--- config.mk ---
export PLATFORM = sky130hd
export DESIGN_NAME = i2s_tx
export DESIGN_NICKNAME = d
export VERILOG_FILES = /design/src/rtl/i2s_pkg.sv /design/src/rtl/i2s_clk_gen.sv /design/src/rtl/i2s_tx.sv
export SDC_FILE = /design/constraint.sdc
export NUM_CORES = 1
export LEC_CHECK = 0
export CORE_ASPECT_RATIO = 1.5
export CORE_UTILIZATION = 53
export DETAILED_ROUTE_END_ITERATION = 16
export HOLD_SLACK_MARGIN = 0.15
export PLACE_DENSITY = 0.79
export SLEW_MARGIN = 40
export SYNTH_ARGS = -nofsm -noshare
export SYNTH_HDL_FRONTEND = slang
export SYNTH_HIERARCHICAL = 1
export SYNTH_SLANG_ARGS = --single-unit
--- constraint.sdc ---
create_clock -name clk -period 5.8 [get_ports clk]
set_clock_uncertainty 0.1 [all_clocks]
set_input_delay 1.16 -clock clk [delete_from_list [all_inputs] [get_ports clk]]
set_output_delay 1.16 -clock clk [all_outputs]
set_load 0.01 [all_outputs]
--- src/rtl/i2s_pkg.sv ---
// ============================================================================
// i2s_pkg : shared sample/frame types and default timing for the I2S transmitter
// Revision : 1.0
// ============================================================================
`default_nettype none

package i2s_pkg;

  localparam int I2S_SLOT_W   = 32;
  localparam int I2S_BCLK_DIV = 4;

  typedef logic signed [23:0] sample_t;

  typedef struct packed {
    sample_t left;
    sample_t right;
  } frame_t;

endpackage

`default_nettype wire

--- src/rtl/i2s_clk_gen.sv ---
// ============================================================================
// i2s_clk_gen : divides clk down to BCLK and flags each BCLK falling edge
// Revision    : 1.0
// ============================================================================
`default_nettype none

module i2s_clk_gen
  import i2s_pkg::*;
#(
  parameter int BCLK_DIV = I2S_BCLK_DIV
) (
  input  logic clk,
  input  logic reset_n,
  output logic bclk,
  output logic fall_tick
);

  localparam int c_div_w = (BCLK_DIV > 1) ? $clog2(BCLK_DIV) : 1;
  localparam logic [c_div_w-1:0] c_div_last = c_div_w'(BCLK_DIV - 1);

  logic [c_div_w-1:0] r_div_cnt;
  logic               r_bclk;
  logic               w_toggle;

  assign w_toggle = (r_div_cnt == c_div_last);

  always_ff @(posedge clk or negedge reset_n) begin
    if (!reset_n) begin
      r_div_cnt <= '0;
      r_bclk    <= 1'b0;
    end else if (w_toggle) begin
      r_div_cnt <= '0;
      r_bclk    <= ~r_bclk;
    end else begin
      r_div_cnt <= r_div_cnt + 1'b1;
    end
  end

  // Strobe coincides with the edge that drives bclk low, so data changes with the fall
  assign fall_tick = w_toggle & r_bclk;
  assign bclk      = r_bclk;

endmodule

`default_nettype wire

--- src/rtl/i2s_tx.sv ---
// ============================================================================
// i2s_tx : one-frame buffered I2S (Philips) master transmitter, MSB first
// Optional: define I2S_TX_UNDERRUN_CNT_EN to add the saturating underrun_cnt port
// Revision : 1.0
// ============================================================================
`default_nettype none

module i2s_tx
  import i2s_pkg::*;
#(
  parameter int N        = $bits(sample_t),
  parameter int SLOT_W   = I2S_SLOT_W,
  parameter int BCLK_DIV = I2S_BCLK_DIV
) (
  input  logic         clk,
  input  logic         reset_n,
  input  logic [N-1:0] left_in,
  input  logic [N-1:0] right_in,
  input  logic         in_valid,
  output logic         in_ready,
  output logic         bclk,
  output logic         lrclk,
  output logic         sdata,
  output logic         underrun
`ifdef I2S_TX_UNDERRUN_CNT_EN
  ,
  output logic [15:0]  underrun_cnt
`endif
);

  localparam int c_cnt_w = $clog2(2 * SLOT_W);
  localparam logic [c_cnt_w-1:0] c_cnt_last = c_cnt_w'(2 * SLOT_W - 1);
  localparam logic [c_cnt_w-1:0] c_slot     = c_cnt_w'(SLOT_W);
  localparam logic [c_cnt_w-1:0] c_n        = c_cnt_w'(N);

  logic               w_fall_tick;
  logic [c_cnt_w-1:0] r_bit_cnt;
  logic [c_cnt_w-1:0] w_bit_nxt;
  logic [c_cnt_w-1:0] w_slot_bit;
  logic               w_frame_start;
  logic               w_accept;
  logic               w_data_bit;
  logic               r_buf_full;
  logic [2*N-1:0]     r_buf;
  logic [2*N-1:0]     r_shift;
  logic               r_lrclk;
  logic               r_sdata;
  logic               r_underrun;

  i2s_clk_gen #(
    .BCLK_DIV (BCLK_DIV)
  ) u_clk_gen (
    .clk       (clk),
    .reset_n   (reset_n),
    .bclk      (bclk),
    .fall_tick (w_fall_tick)
  );

  always_comb begin
    w_bit_nxt     = (r_bit_cnt == c_cnt_last) ? '0 : r_bit_cnt + 1'b1;
    w_slot_bit    = (w_bit_nxt >= c_slot) ? w_bit_nxt - c_slot : w_bit_nxt;
    w_data_bit    = (w_slot_bit != '0) && (w_slot_bit <= c_n);
    w_frame_start = w_fall_tick && (w_bit_nxt == '0);
    w_accept      = in_valid && !r_buf_full;
  end

  // Frame start sees the registered buffer state, so a same-cycle accept waits a frame
  always_ff @(posedge clk or negedge reset_n) begin
    if (!reset_n) begin
      r_buf_full <= 1'b0;
      r_buf      <= '0;
    end else if (w_frame_start && r_buf_full) begin
      r_buf_full <= 1'b0;
    end else if (w_accept) begin
      r_buf_full <= 1'b1;
      r_buf      <= {left_in, right_in};
    end
  end

  always_ff @(posedge clk or negedge reset_n) begin
    if (!reset_n) begin
      r_bit_cnt  <= c_cnt_last;
      r_lrclk    <= 1'b1;
      r_sdata    <= 1'b0;
      r_shift    <= '0;
      r_underrun <= 1'b0;
    end else begin
      r_underrun <= w_frame_start && !r_buf_full;
      if (w_fall_tick) begin
        r_bit_cnt <= w_bit_nxt;
        r_lrclk   <= (w_bit_nxt >= c_slot);
        if (w_frame_start) begin
          r_shift <= r_buf_full ? r_buf : '0;
          r_sdata <= 1'b0;
        end else if (w_data_bit) begin
          // Left word leaves first; after it the right word sits at the top
          r_sdata <= r_shift[2*N-1];
          r_shift <= {r_shift[2*N-2:0], 1'b0};
        end else begin
          r_sdata <= 1'b0;
        end
      end
    end
  end

  assign in_ready = ~r_buf_full;
  assign lrclk    = r_lrclk;
  assign sdata    = r_sdata;
  assign underrun = r_underrun;

`ifdef I2S_TX_UNDERRUN_CNT_EN
  logic [15:0] r_underrun_cnt;

  always_ff @(posedge clk or negedge reset_n) begin
    if (!reset_n) begin
      r_underrun_cnt <= '0;
    end else if (w_frame_start && !r_buf_full && (r_underrun_cnt != 16'hFFFF)) begin
      r_underrun_cnt <= r_underrun_cnt + 16'd1;
    end
  end

  assign underrun_cnt = r_underrun_cnt;
`endif

endmodule

`default_nettype wire

==> results of run 1 <==
==> worst paths after layout <==
check,start,endpoint,cells past startpoint
setup / recovery,r_bit_cnt[0]$_DFFE_PN1P_,r_shift[0]$_DFFE_PN0P_,6
hold / removal,u_clk_gen/r_div_cnt[0]$_DFF_PN0_,u_clk_gen/r_div_cnt[0]$_DFF_PN0_,1
setup reg to reg,r_bit_cnt[0]$_DFFE_PN1P_,r_shift[0]$_DFFE_PN0P_,6
hold reg to reg,u_clk_gen/r_div_cnt[0]$_DFF_PN0_,u_clk_gen/r_div_cnt[0]$_DFF_PN0_,1
max in group asynchronous,reset_n,r_buf[3]$_DFFE_PN0P_,2
min in group asynchronous,reset_n,r_buf[28]$_DFFE_PN0P_,1
==> flip-flops by register name, indices dropped and copies added, names as in the netlist <==
signal	count
r_bit_cnt	6
sdata	1
u_clk_gen/bclk	1
lrclk	1
r_buf_full	1
r_buf	48
underrun	1
u_clk_gen/r_div_cnt	2
r_shift	48
==> worst register-to-register path, delay by kind of cell (launching register included) <==
family | cells | cell delay, ps
DFF | 1 | 600
buffers and inverters | 1 | 580
adders and majority gates | 1 | 350
and+or+nand+nor | 2 | 940
AOI/OAI and AO/OA | 2 | 800
==> layer usage <==
layer / vias to the layer above / track usage / part of all wire
met4: 0 / 0.1088 / 0.022
met5: - / 0 / 0
met2: 131 / 0.3758 / 0.52
met1: 2130 / 0.3070 / 0.42
met3: 19 / 0.03348 / 0.043
li1: 1954 / - / -
==> cell type report <==
| class | instances | share of cell area |
|---|---|---|
| flip-flops and latches | 109 | 0.4297 |
| multi-input cells | 289 | 0.3734 |
| inverters | 50 | 0.02948 |
| clock inverters | 4 | 0.003734 |
| clock buffers | 12 | 0.03871 |
| well taps | 141 | 0.02771 |
| repair buffers | 64 | 0.09727 |
==> cells in the mapped netlist <==
cell and count:
nor4bb_1 1, buf_6 8, buf_1 3, dfrtp_1 102, o2bb2ai_2 1, o211ai_1 85, ha_1 3, a22oi_2 1
o21ai_1 2, nor4b_2 1, a211o_1 1, nor2_1 4, nand2_1 4, nand4_1 2, o211ai_2 9, and4_4 1
nand2b_1 1, clkbuf_1 26, a21oi_1 2, o21a_2 1, nand4b_1 2, a221oi_2 1, o31ai_1 1, a21o_1 1
a41o_1 1, buf_4 6, o21ai_0 1, and3_4 1, nand3_1 49, dfstp_2 7, inv_1 50, mux2_2 49
buf_2 19, xor2_1 1, and2_2 1, a31o_1 1, a31oi_1 2, a41oi_1 47, and3_1 1, xnor2_1 4
nor2b_1 4, mux2i_1 2, or2_1 1
==> layout by cell type, fill, tap and decap left out, types with 7 or more instances in the layout <==
cell and instances:
dfstp_2 7, o211ai_1 85, nand3_1 49, a41oi_1 47
o211ai_2 9, mux2_2 49, inv_1 50, clkdlybuf4s50_1 54
buf_4 9, dfrtp_1 102, clkbuf_16 9
==> stage by stage <==
| step | cells | utilization | total power, mW | instance area (um^2) |
|---|---|---|---|---|
| 6_report | 669 | 0.6248 | 1.743 | 6367 |
| 5_1_grt | 669 | 0.6248 | 1.811 | 6367 |
| 4_1_cts | 669 | 0.6248 | 1.752 | 6367 |
| 3_5_place_dp | 653 | 0.5983 | 1.189 | 6097 |
| 3_3_place_gp | 653 | 0.5973 | 1.173 | 6087 |
| 2_1_floorplan | 510 | - | 1.083 | 5614 |
==> logic make-up after synthesis <==
logic type | after synthesis
AO/OA/AOI/OAI | 157
XOR/XNOR | 5
adder cells (fa/ha/maj) | 3
buffers and inverters | 112
flip-flops | 109
multiplexers | 51
AND/OR/NAND/NOR | 73
==> power by group through the flow <==
| stage | Combinational, mW | Sequential (mW) | Clock, mW |
|---|---|---|---|
| global placement | 0.189 | 0.983 | 0 |
| finish | 0.197 | 0.974 | 0.572 |
| detailed placement | 0.201 | 0.989 | 0 |
| floorplan | 0.134 | 0.950 | 0 |
| CTS | 0.201 | 0.975 | 0.576 |
| global route | 0.216 | 0.987 | 0.608 |
==> run summary, run 1 <==
area occupied by registers - 2736 um^2
power share of the clock group - 0.328
RD Place Congestion - 0.8193
Die W - 86.04 um
relative slew slack - 0.5413
RSZ-0062 raised after global routing - false
synth warn - 6
worst reg2reg setup slack - 2370 ps
Pleak - 2.367 nW
Mapped Area - 5614 um^2
Sink Count - 109
row count - 45
global-route wire length before repair - 20.44 mm
Compound-Gate Fraction of Synth Area - 0.2304
syn_nets - 564
CTS Hold Bufs - 0
Hold Path Class - register to register
clock slew at reported path FFs - 70 ps
worst path bufs/invs - 1
I/O pin total - 56
count of filler cells inserted in the layout - 821
Layout area overhead - 13.42%
Worst Path Max Fanout - 56
CORE AREA - 10190 um^2
Setup Buffers After CTS - 0
internal power - 1.324 mW
Critical Path RT - 5990 ps
Post-CTS Resized - 0
Total Nets Final - 577
DRT Wirelength - 12.03 mm
Seq pwr share - 0.559
Post-Place Setup Slack - 2434 ps
Worst path top cell family by delay - simple AND/OR/NAND/NOR gates
starting DRC count in detailed routing - 391
number of synthesized register bits - 109
drt first pass iters - 7
crit path DAT - 3610 ps
Setup Crit Path Kind - register to register
DIE AREA - 11020 um^2
Synth Instances - 510
largest area contributor in the netlist - dfrtp_1
clk buf depth - 2
Slowest cell on crit path - a41o_2
Worst-Margin Slew - 688.1 ps
Switching Power - 418.7 uW
max cap viols - 0
Fin. Hold Viols - 0
largest family of logic cells by synthesized area - compound AO/OA/AOI/OAI gates
critical path launch point type - register
synth unique cells - 43
post-route setup slack - 2374 ps
Skew-Pair Late Insertion Delay - 350 ps
Peak Freq - 0.2919 GHz
Synth Area in Adders - 0.006686
fin crit period - 3426 ps
Period Utilization, post-route - 0.5906
Pwr Density - 273.8 nW/um^2
Initial Util - 0.5509
mux share of post-synthesis cell area - 0.1018
Max stage delay on crit path - 710 ps
layout cell share with drive strength beyond 1 - 0.1894
PortBufs - 55
TritonCTS Buffers - 9
sw frac - 0.2402
via/cell ratio - 6.329
CP cell instances - ha_1 > a41o_2 > buf_4 > and4_4 > and3_1 > a31o_1
grt ovf - 0
setup violators final - 0
xor/xnor share of the synthesized area - 0.007800
vias - 4234
DRC Markers - 0
antenna cell count - 0
worst vdd ir - 219.2 uV
initial antenna violation count - 0
setup TNS - 0 ps
CTS Root Cell - clkbuf_16
area share of the largest cell type after synthesis - 0.4546
Comb pwr share - 0.113
DRT antenna net count - 0
area of the multi-input gates - 2377 um^2
largest net degree at the start of global routing - 73
CTS H-Tree Depth - 3
CTS tree - yes
Fin Hold WS - 343.6 ps
Seq/Total Area, Yosys - 0.4874
Die Span Y - 128.1 um
outcome - complete, no violations
number of global-route vias before repair - 4337
Mean Syn Cell Area - 11.01 um^2
main area contributors after synthesis - dfrtp_1 (45%), o211ai_1 (11%), mux2_2 (9.8%)
HPWL after DPL - 7.107 mm
Setup crit end kind - register
Post-Synth Simple-Gate Area - 0.07199
wire per inst - 17.99 um
GRT Total Usage - 0.2320
Final Max Tran Viols - 0
No activity file was read; power rests on OpenSTA's default activity.
==> run 2: changes to the inputs <==
--- a/config.mk
+++ b/config.mk
@@ -6,10 +6,10 @@
 export NUM_CORES = 1
 export LEC_CHECK = 0
 export CORE_ASPECT_RATIO = 1.5
-export CORE_UTILIZATION = 53
+export CORE_UTILIZATION = 52
 export DETAILED_ROUTE_END_ITERATION = 16
 export HOLD_SLACK_MARGIN = 0.15
-export PLACE_DENSITY = 0.79
+export PLACE_DENSITY = 0.81
 export SLEW_MARGIN = 40
 export SYNTH_ARGS = -nofsm -noshare
 export SYNTH_HDL_FRONTEND = slang
==> constraint.sdc (replaced) <==
create_clock -name clk -period 2.9 [get_ports clk]
set_clock_uncertainty 0.1 [all_clocks]
set_input_delay 0.58 -clock clk [delete_from_list [all_inputs] [get_ports clk]]
set_output_delay 0.58 -clock clk [all_outputs]
set_load 0.01 [all_outputs]
==> run 2 against run 1 <==
Net effect: maximum frequency rose by 33%; combinational power increased by 100%; setup slack lost 2000 ps; wire length rose by 1.2%; critical path type unchanged; critical endpoint is now r_shift[47]$_DFFE_PN0P_; sequential cell count did not move; clock-buffer cell count stayed put; largest cell class unchanged.
==> run summary, run 2 (synthesized netlist as in run 1, its figures left out) <==
largest net degree at the start of global routing - 61 (-16%)
Critical Path Most Common Cell - o211ai_1
Post-CTS Resized - 0 (unchanged)
wire per inst - 17.91 um (-0.41%)
Max stage delay on crit path - 600 ps (-110 ps)
Initial Util - 0.5330 (-0.01787)
CP cell instances - ha_1 > nor4bb_1 > o21ai_1 > a22oi_2 > buf_4 > o211ai_1 > o211ai_1
CTS H-Tree Depth - 3 (unchanged)
relative slew slack - 0.6172 (+0.07588)
Layout area overhead - 15.58%
Period Utilization, post-route - 0.8879 (+0.2973)
clock slew at reported path FFs - 70 ps (about the same)
CTS tree - yes
layout cell share with drive strength beyond 1 - 0.2015 (+0.01210)
Total Nets Final - 586 (+1.6%)
Setup Crit Path Kind - register to register
Hold Crit Endpoint - u_clk_gen/r_div_cnt[0]$_DFF_PN0_
max cap viols - 0 (unchanged)
Die W - 86.84 um (+0.94%)
CTS Root Cell - clkbuf_16
DRT Wirelength - 12.18 mm (+1.2%)
starting DRC count in detailed routing - 303 (-23%)
Slowest cell on crit path - dfstp_2
Sink Count - 109 (unchanged)
critical path launch point type - register
DRT antenna net count - 0 (unchanged)
Critical Path RT - 3050 ps (-2940 ps)
RR Endpoint - r_shift[47]$_DFFE_PN0P_
RD Place Congestion - 0.8111 (-1.0%)
worst reg2reg setup slack - 330 ps (-2050 ps)
antenna cell count - 0 (unchanged)
Worst-Margin Slew - 574.3 ps (-113.8 ps)
Cell Area, Placed - 6201 um^2 (+1.7%)
hold-critical path depth - 1 (unchanged)
clk buf depth - 2 (unchanged)
Die Span Y - 129.3 um (+0.94%)
vias - 4239 (+0.12%)
Pleak - 2.420 nW (+2.2%)
fin crit period - 2575 ps (-850.7 ps)
Setup crit end kind - register
HPWL after DPL - 7.623 mm (+7.3%)
commonest non-fill, non-tap cell in the layout - dfrtp_1
min-delay src - u_clk_gen/r_div_cnt[0]$_DFF_PN0_
worst vdd ir - 427.2 uV (+95%)
Final Max Tran Viols - 0 (unchanged)
I/O pin total - 56 (unchanged)
Reg2Reg Launch Point - r_bit_cnt[0]$_DFFE_PN1P_
Pwr Density - 537.6 nW/um^2 (+96%)
DRC Markers - 0 (unchanged)
Fin. Hold Viols - 0 (unchanged)
PortBufs - 55 (unchanged)
drt first pass iters - 10 (+3)
Reg2Reg Depth - 7 (+1)
CORE AREA - 10530 um^2 (+3.4%)
commonest non-fill, non-tap cells in the layout - dfrtp_1 (102), o211ai_1 (85), clkdlybuf4s50_1 (54)
setup TNS - 0 ps (unchanged)
grt ovf - 0 (unchanged)
DIE AREA - 11220 um^2 (+1.9%)
global-route wire length before repair - 20.31 mm (-0.61%)
initial antenna violation count - 0 (unchanged)
TritonCTS Buffers - 9 (unchanged)
crit path DAT - 2730 ps (-880 ps)
outcome - complete, no violations
Hold Path Class - register to register
setup violators final - 0 (unchanged)
number of global-route vias before repair - 4207 (-3.0%)
RSZ-0062 raised after global routing - false
GRT Total Usage - 0.2289 (-0.003113)
via/cell ratio - 6.234 (-1.5%)
Final Instance Area - 6489 um^2 (+1.9%)
row count - 46 (+2.2%)
Setup Buffers After CTS - 0 (unchanged)
Largest regs - r_buf (48), r_shift (48), r_bit_cnt (6)
Peak Freq - 0.3884 GHz (+33%)
Worst Path Max Fanout - 47 (-16%)
Skew-Pair Late Insertion Delay - 350 ps (about the same)
## run 2: cell count changes in the layout (fill, tap and decap cells not counted)
cell / delta
buf_12: +4
clkinv_2: -2
buf_4: +5
buf_6: -1
o21a_4: -1
clkbuf_1: -1
o21a_2: +1
clkinvlp_4: +1
clkbuf_8: +1
dlygate4sd3_1: +1
## run 2: stage by stage
| stage | hold WS (ps) | setup WS, ps | std cells | util | power [mW] |
|---|---|---|---|---|---|
| 6_report | 347.3 | 325.0 | 680 | 0.6161 | 3.488 |
| 5_1_grt | 389.4 | 170.9 | 680 | 0.6161 | 3.660 |
| 4_1_cts | 357.1 | 356.6 | 680 | 0.6161 | 3.522 |
| 3_5_place_dp | 348.4 | 364.8 | 664 | 0.5887 | 2.362 |
| 3_3_place_gp | 314.3 | 472.9 | 664 | 0.5887 | 2.330 |
| 2_1_floorplan | 184.4 | 742.4 | 510 | - | 2.167 |
## run 2: how the worst max path moves through the flow
stage | start | end | slack, ps | cells after the start
detailed placement | r_bit_cnt[0]$_DFFE_PN1P_ | r_shift[47]$_DFFE_PN0P_ | 360 | 7
global route | r_bit_cnt[0]$_DFFE_PN1P_ | r_shift[41]$_DFFE_PN0P_ | 170 | 7
finish | r_bit_cnt[0]$_DFFE_PN1P_ | r_shift[47]$_DFFE_PN0P_ | 330 | 7
global placement | r_bit_cnt[0]$_DFFE_PN1P_ | r_shift[39]$_DFFE_PN0P_ | 470 | 7
CTS | r_bit_cnt[0]$_DFFE_PN1P_ | r_shift[47]$_DFFE_PN0P_ | 360 | 7
floorplan | r_bit_cnt[0]$_DFFE_PN1P_ | r_shift[10]$_DFFE_PN0P_ | 740 | 8
## run 2: where the power goes
part	total, mW	leakage, nW	internal (mW)	switching [mW]
sequential	1.93	1.38	1.78	0.144
clock	1.16	0.135	0.626	0.538
combinational	0.399	0.903	0.269	0.130
total	3.49	2.42	2.68	0.812
## run 2: cell type report
type | instances | area [um^2]
clock buffer | 12 | 256.5
sequential | 109 | 2736
inverter | 50 | 187.7
fill | 849 | 4044
timing repair buffer | 73 | 735.7
multi-input combinational | 289 | 2371
tap | 144 | 180.2
clock inverter | 3 | 21.27
## run 2: routing by layer
layer / track usage / share of wire / vias up
met3: 0.04777 / 0.043 / 30
met4: 0.09314 / 0.026 / 0
met2: 0.3710 / 0.52 / 123
met5: 0 / 0 / -
met1: 0.2987 / 0.41 / 2120
li1: - / - / 1966
## run 2: repair_timing
action,CTS,global route
hold buffers,1,0
hold endpoints to repair,38,0
endpoints found under the setup margin,0,0
## run 2: critical path: cells and delay by family (launching register included)
kind / cells / cell delay [ps]
AOI/OAI and AO/OA: 4 / 640
DFF: 1 / 600
buffers and inverters: 1 / 480
adders and majority gates: 1 / 340
and+or+nand+nor: 1 / 310
